[src/rtl/io_pkg.sv]
// Shared types and constants for the keypad input responder.
package io_pkg;

  localparam int          DATA_W       = 32;
  localparam logic [3:0]  BCD_MAX      = 4'd9;
  localparam logic [15:0] DEBOUNCE_DEF = 16'd50000;

  typedef enum logic [1:0] {
    IDLE  = 2'd0,
    ENTRY = 2'd1,
    DONE  = 2'd2
  } io_state_e;

  typedef struct packed {
    logic clr;
    logic cfm;
    logic dig;
  } key_ev_t;

  function automatic logic [DATA_W-1:0] mul10_add(
    input logic [DATA_W-1:0] v,
    input logic [3:0]        d
  );
    return (v << 3) + (v << 1) + DATA_W'(d);
  endfunction

endpackage

[src/rtl/key_debounce.sv]
// Pushbutton conditioner: 2-FF sync, stability counter, press pulse.
module key_debounce
  import io_pkg::*;
#(
  parameter logic [15:0] CYCLES = DEBOUNCE_DEF
) (
  input  logic clk,
  input  logic reset,
  input  logic key_n,
  output logic press
);

  logic        s1_q, s2_q;
  logic        lvl_q, lvl_d;
  logic        prs_q, prs_d;
  logic [15:0] cnt_q, cnt_d;
  logic        run_full;

  always_ff @(posedge clk or negedge reset) begin
    if (!reset) begin
      s1_q  <= 1'b1;
      s2_q  <= 1'b1;
      lvl_q <= 1'b1;
      prs_q <= 1'b0;
      cnt_q <= '0;
    end else begin
      s1_q  <= key_n;
      s2_q  <= s1_q;
      lvl_q <= lvl_d;
      prs_q <= prs_d;
      cnt_q <= cnt_d;
    end
  end

  // this sample completes the run of differing samples
  assign run_full = ({1'b0, cnt_q} + 17'd1) >= {1'b0, CYCLES};

  always_comb begin
    lvl_d = lvl_q;
    cnt_d = '0;
    prs_d = 1'b0;
    if (s2_q != lvl_q) begin
      if (run_full) begin
        lvl_d = s2_q;
        prs_d = ~s2_q;
      end else begin
        cnt_d = cnt_q + 16'd1;
      end
    end
  end

  assign press = prs_q;

endmodule

[src/rtl/keypad_input_ctrl.sv]
// Decimal keypad entry for the IN instruction; sign switch under INPUT_SIGNED_EN.
module keypad_input_ctrl
  import io_pkg::*;
#(
  parameter logic [15:0] DEBOUNCE_CYCLES = DEBOUNCE_DEF,
  parameter int          MAX_DIGITS      = 8
) (
  input  logic              clk,
  input  logic              reset,
  input  logic              input_req,
  input  logic [17:0]       SW,
  input  logic              key_digit_n,
  input  logic              key_confirm_n,
  input  logic              key_clear_n,
  output logic [DATA_W-1:0] input_data,
  output logic              input_valid,
  output logic [DATA_W-1:0] entry_value,
  output logic [3:0]        digit_count,
  output logic              entering
);

  io_state_e         st_q, st_d;
  key_ev_t           ev;
  logic              p_dig, p_cfm, p_clr;
  logic [DATA_W-1:0] data_q, data_d;
  logic [DATA_W-1:0] acc_q, acc_d;
  logic [3:0]        cnt_q, cnt_d;
  logic [DATA_W-1:0] conf_val;
  logic              in_entry;
  logic              go_clr, go_cfm, go_dig;
  logic              dig_ok;
  logic              sw_unused;

  key_debounce #(.CYCLES(DEBOUNCE_CYCLES)) u_dig (
    .clk   (clk),
    .reset (reset),
    .key_n (key_digit_n),
    .press (p_dig)
  );

  key_debounce #(.CYCLES(DEBOUNCE_CYCLES)) u_cfm (
    .clk   (clk),
    .reset (reset),
    .key_n (key_confirm_n),
    .press (p_cfm)
  );

  key_debounce #(.CYCLES(DEBOUNCE_CYCLES)) u_clr (
    .clk   (clk),
    .reset (reset),
    .key_n (key_clear_n),
    .press (p_clr)
  );

  assign ev = '{clr: p_clr, cfm: p_cfm, dig: p_dig};
  assign sw_unused = ^SW[17:4];

`ifdef INPUT_SIGNED_EN
  assign conf_val = (SW[17] && (acc_q != '0)) ? (~acc_q + 1'b1) : acc_q;
`else
  assign conf_val = acc_q;
`endif

  always_ff @(posedge clk or negedge reset) begin
    if (!reset) begin
      st_q   <= IDLE;
      data_q <= '0;
      acc_q  <= '0;
      cnt_q  <= '0;
    end else begin
      st_q   <= st_d;
      data_q <= data_d;
      acc_q  <= acc_d;
      cnt_q  <= cnt_d;
    end
  end

  always_comb begin
    st_d = st_q;
    unique case (st_q)
      IDLE: begin
        if (input_req) st_d = ENTRY;
      end
      ENTRY: begin
        if (!input_req) st_d = IDLE;
        else if (ev.clr) st_d = ENTRY;
        else if (ev.cfm) st_d = DONE;
      end
      DONE: begin
        if (!input_req) st_d = IDLE;
      end
      default: st_d = IDLE;
    endcase
  end

  // a request drop in ENTRY outranks any key event
  assign in_entry = (st_q == ENTRY) && input_req;
  assign dig_ok   = (SW[3:0] <= BCD_MAX)
                 && (int'(cnt_q) < MAX_DIGITS);
  assign go_clr   = ((st_q == IDLE) && input_req)
                 || (in_entry && ev.clr);
  assign go_cfm   = in_entry && !ev.clr && ev.cfm;
  assign go_dig   = in_entry && !ev.clr && !ev.cfm
                 && ev.dig && dig_ok;

  always_comb begin
    acc_d  = acc_q;
    cnt_d  = cnt_q;
    data_d = data_q;
    unique case (1'b1)
      go_clr: begin
        acc_d = '0;
        cnt_d = '0;
      end
      go_cfm: begin
        data_d = conf_val;
      end
      go_dig: begin
        acc_d = mul10_add(acc_q, SW[3:0]);
        cnt_d = cnt_q + 4'd1;
      end
      default: begin
        acc_d = acc_q;
      end
    endcase
  end

  always_comb begin
    input_valid = (st_q == DONE);
    entering    = (st_q == ENTRY);
    input_data  = data_q;
    entry_value = acc_q;
    digit_count = cnt_q;
  end

endmodule

[config.mk]
export PLATFORM = sky130hd
export DESIGN_NAME = keypad_input_ctrl
export DESIGN_NICKNAME = d
export VERILOG_FILES = /design/src/rtl/io_pkg.sv /design/src/rtl/key_debounce.sv /design/src/rtl/keypad_input_ctrl.sv
export SDC_FILE = /design/constraint.sdc
export NUM_CORES = 1
export LEC_CHECK = 0
export CORE_ASPECT_RATIO = 0.8
export CORE_MARGIN = 4
export CORE_UTILIZATION = 65
export CTS_CLUSTER_SIZE = 40
export DETAILED_ROUTE_END_ITERATION = 8
export DONT_BUFFER_PORTS = 1
export MAX_ROUTING_LAYER = met4
export PLACE_DENSITY_LB_ADDON = 0.1
export SYNTH_ARGS = -nofsm -noshare
export SYNTH_HDL_FRONTEND = slang
export SYNTH_HIERARCHICAL = 1
export SYNTH_SLANG_ARGS = --single-unit
[constraint.sdc]
create_clock -name clk -period 3.6 [get_ports clk]
set_input_delay 0.54 -clock clk [delete_from_list [all_inputs] [get_ports clk]]
set_output_delay 0.54 -clock clk [all_outputs]
set_load 0.005 [all_outputs]
======== Yosys cells after proc, flatten, opt, wreduce, memory -nomap -nowiden ========
Cells that the tools add are included.
word-level totals
  register bits ........................... 130
  output and inout bits ................... 70
  logic and storage cells ................. 82
cells by class
  add/subtract/negate cells ............... 9
  $lt $le $gt $ge ......................... 5
  equality and inequality tests ........... 8
  mux-type cells .......................... 20
  bitwise logic cells ..................... 3
  reductions and logical operators ........ 18
operators with widths
  cell                     number
  $mux W16                 6
  $pmux W32 S2             1
  $add A16 B1 Y17 const B  3
  $ge A17 B16 Y1 const B   3
  $add A16 B1 Y16 const B  3
  $add A32 B32 Y32         1
  $add A32 B4 Y32          1
  $mux W2                  5
  $logic_and A1 B1 Y1      9
  $pmux W4 S2              1
  $mux W1                  6
  $pmux W2 S3              1
  $reduce_and A2 Y1        3
  $add A4 B1 Y4 const B    1
  $le A4 B4 Y1 const B     1
  $lt A4 B4 Y1 const B     1
  $ne A2 B2 Y1 const B     2
  $ne A4 B2 Y1 const B     1
  $ne A1 B1 Y1             3
  $not A1 Y1               3
  $reduce_and A3 Y1        1
  $eq A2 B1 Y1 const B     1
  $eq A2 B2 Y1 const B     1
  $logic_not A1 Y1         2
  3 further kinds          3

======== Depth between registers and ports, before layout ========
  word-level depth ........................ 7
  mapped depth ............................ 12
  mapped depth without buffers ............ 12

======== By module ========
The synthesis kept the hierarchy.
by module, submodules not included
  module             times used  cells each  area each (µm²)
  keypad_input_ctrl  1           460         4,648.2
  key_debounce       3           114         1,183.6

======== Worst setup path before layout ========
No wires, ideal clock.
  path kind ............................... input port to flip-flop
  start point ............................. in SW[3]
  end point ............................... reg acc_q[28] (netlist: entry_value[28])
  setup time .............................. 92 ps
  data arrival time ....................... 3,106 ps
  path slack .............................. 402 ps
  stages .................................. 12
  path through ............................ inv_1 -> fa_1 -> inv_1 -> fa_1 -> a21o_1 -> nand4_1 -> a21boi_2 -> a41o_2 -> a2111oi_4 -> nor4_1 -> o21a_1 -> o31ai_2
on the way
  word-level cells in the longest chain between the ends .. 4
RTL lines
  element                                                                  line                     source
  start, declared                                                          keypad_input_ctrl.sv:11  input logic [17:0] SW,
  parallel branches: the longest is 4 deep, another holds $add A32 B4 Y32  -
  end signal, assigned                                                     keypad_input_ctrl.sv:68  acc_q <= '0;
  end signal, assigned                                                     keypad_input_ctrl.sv:73  acc_q <= acc_d;
  end, declared                                                            keypad_input_ctrl.sv:26  logic [DATA_W-1:0] acc_q, acc_d;
Several ways; the timed one is not identified.
A chain may end at the register's enable or synchronous reset.

======== Worst setup path after layout ========
  start point ............................. reg acc_q[0] (netlist: entry_value[0])
  end point ............................... reg acc_q[28] (netlist: entry_value[28])
on the way
  word-level cells in the longest chain between the ends .. 3
RTL lines
  element           line                      source
  $add A32 B32 Y32  io_pkg.sv:24              return (v << 3) + (v << 1) + DATA_W'(d);
  $add A32 B4 Y32   io_pkg.sv:24
  $pmux W32 S2      keypad_input_ctrl.sv:110  unique case (1'b1)
No other way between the ends.

==> qor.yml <==
fin_crit_sh: 0.953
hold_viol: 0
drc: 0
status: "finished, final reports clean"
dpl_cell_area_um2: 8260
die_w_um: 134
num_antenna_cells: 0
worst_slew_margin_rel: 0.429
drt-initial-drc-count: 414
worstSetupPathType: "reg2reg"
clk_pin_slew_ns: 0.06
worstPathMaxFanout: 5
clk_latency_ns: 0.43
io_pins: 94
r2r-start: "entry_value[0]"
peakVddDrop_uv: 479
setup_violations: 0
grt_pass1_vias: 5943
grt_overflow: 0
regToRegEndpoint: "entry_value[28]"
grt_max_degree: 131
worstPathRequired_ns: 3.89
gp_congestion: 0.909
synth_nets: 890
endpoint: "entry_value[28]"
timing.final.crit_period_ns: 3.43
vias: 5950
tightestPinTransition_ns: 0.857
ys_seq_elements: 130
grt_antenna_before_repair: 0
syn_area_per_cell_um2: 10.2
final_cell_area_um2: 8870
seq_area_frac_synth: 0.398
syn-cell-area_um2: 8200
cts.sinks: 130
netlist_instances: 802
crit_start: "entry_value[0]"
wl_mm: 17.0
core-area_um2: 12300
fin_nets: 880
syn2layout_area_growth_pct: 8.24
finalSetupTns_ns: 0
ff2ff_setup_slack_ns: 0.17
fillers: 886
rr_worst_depth: 13
synth.distinct_cells: 70
hp-class: "in2async"
htreeDepth: 4
fp.dieH_um: 108
start_util: 0.669
drive_gt1_frac: 0.196
antenna_left: 0
place.port_buffers: 0
drv_slew: 0
async_flop_share: 1.00
cp.arrival_ns: 3.72
synth-edff-count: 0
leakage_uw: 0.00410
fin_skew_ns: 0.0166
detail_route.vias_per_cell: 6.10
wire_per_inst_um: 17.4
maxCapViolCount: 0
powerDensity_nw_per_um2: 361
clockRootBuffer: "clkbuf_16"
grt_pass1_wl_mm: 28.9
fp-row-count: 36
drt-pass1-iter-count: 5
dp.final_hpwl_mm: 11.8
fmax_mhz: 291
grt_setup_unrepaired: "no"
yosys_most_used_dff: "dfrtp_1"
grt_usage: 0.257
die_area_um2: 14500
cts_buffers: 17
crit_path_end_kind: "flop"
ys_warn_count: 6
clock_path_buffers: 2
tritoncts: "done"
critPathLaunchType: "flop"
==> critical path, stage by stage (launching register included) <==
cell and delay, ns:
dfrtp_2 0.41, inv_1 0.07, fa_1 0.50, inv_1 0.07
fa_1 0.48, a21o_1 0.22, nand4_1 0.12, a21boi_2 0.09
a41o_4 0.30, a2111oi_4 0.33, buf_4 0.19, nor4_1 0.07
nor3_1 0.30, o31ai_2 0.11
==> cells in the mapped netlist (17+ instances only) <==
cell type / n / area, µm²
nor2_1: 47 / 176
nor2_2: 27 / 169
dfrtp_1: 121 / 3030
mux2_2: 32 / 360
o21ai_0: 25 / 125
nand3_1: 60 / 300
ha_1: 62 / 776
xor2_1: 23 / 201
a21oi_1: 34 / 170
inv_1: 22 / 82.6
xnor2_1: 49 / 429
nor3_1: 17 / 85.1
clkbuf_1: 21 / 78.8
nand2_1: 52 / 195
==> layer usage <==
| layer | vias up | wire, µm | global-route usage |
|---|---|---|---|
| met5 | - | 0 | - |
| met4 | 0 | 334 | 0.0991 |
| li1 | 2881 | - | - |
| met1 | 2906 | 7650 | 0.319 |
| met3 | 29 | 793 | 0.0572 |
| met2 | 134 | 8230 | 0.414 |
==> metrics by stage <==
step / worst slack (ns) / total power (µW) / utilization / hold slack [ns] / std cells
2_1_floorplan: 0.402 / 1560 / - / 0.244 / 802
3_3_place_gp: 0.196 / 1570 / 0.675 / 0.248 / 942
3_5_place_dp: 0.136 / 1570 / 0.675 / 0.247 / 942
4_1_cts: 0.147 / 3240 / 0.723 / 0.0874 / 975
5_1_grt: 0.0299 / 3330 / 0.724 / 0.0850 / 976
6_report: 0.169 / 3210 / 0.724 / 0.0565 / 976
==> power by group <==
group          leakage (µW)  total (µW)  switching (µW)  internal, µW
clock network      0.000266        1630             674           961
registers           0.00177        1490            15.0          1480
logic               0.00206        80.9            60.7          20.2
==> repair_timing <==
action | CTS | global route
gates resized for setup | 0 | 3
setup endpoints to repair | 0 | 2
hold buffers | 1 | 0
endpoints found under the hold margin | 130 | 0
buffers inserted | 0 | 1
==> worst min-delay path by stage <==
stage | to | depth (start not counted)
after floorplan | digit_count[0] | 0
after global placement | input_data[16] | 0
after detailed placement | input_data[16] | 0
after CTS | u_clr/s1_q | 0
after global routing | u_clr/s1_q | 0
final | entry_value[25] | 1
==> sequential cells by signal, summed over array words and instances (netlist names), 2 cells and up <==
name / flops
digit_count: 4
entry_value: 32
input_data: 32
st_q: 2
u_cfm/cnt_q: 16
u_clr/cnt_q: 16
u_dig/cnt_q: 16
==> cell usage in the layout (no fill, tap or decap), types with 5 or more instances in the layout <==
| master | n |
|---|---|
| nand3_1 | 60 |
| o21ai_1 | 14 |
| mux2i_1 | 6 |
| o21ai_2 | 7 |
| clkbuf_16 | 17 |
| a21o_1 | 13 |
| mux2_2 | 32 |
| nor2_2 | 27 |
| nand3_2 | 6 |
| nor4_2 | 6 |
| nand4_1 | 5 |
| nor2_1 | 47 |
| inv_1 | 22 |
| ha_1 | 62 |
| nor3b_1 | 5 |
| dfrtp_1 | 119 |
| nor2b_1 | 7 |
| and3_1 | 9 |
| xnor2_1 | 49 |
| nor3_1 | 17 |
| o31ai_1 | 7 |
| o21ai_0 | 25 |
| buf_4 | 5 |
| nand2_1 | 52 |
| a31oi_1 | 10 |
| o32ai_1 | 7 |
| dfstp_2 | 9 |
| a21oi_1 | 34 |
| xor2_1 | 23 |
==> final cells by class <==
| cell class | instances | area (µm²) | area share |
|---|---|---|---|
| multi-input combinational | 615 | 4680 | 0.528 |
| clock inverter | 13 | 130 | 0.0147 |
| tap | 171 | 214 | 0.0241 |
| inverter | 22 | 82.6 | 0.00930 |
| sequential | 130 | 3270 | 0.368 |
| clock buffer | 19 | 433 | 0.0488 |
| timing repair buffer | 6 | 65.1 | 0.00733 |
==> kinds of logic after synthesis <==
logic type      after synthesis  share of synthesized area
simple gates                282                      0.198
buf+inv                      57                     0.0320
mux                          41                     0.0568
flops                       130                      0.398
fa+ha+maj                    64                     0.0995
xor+xnor                     72                     0.0769
compound gates              156                      0.138
No activity file was read; power rests on OpenSTA's default activity.
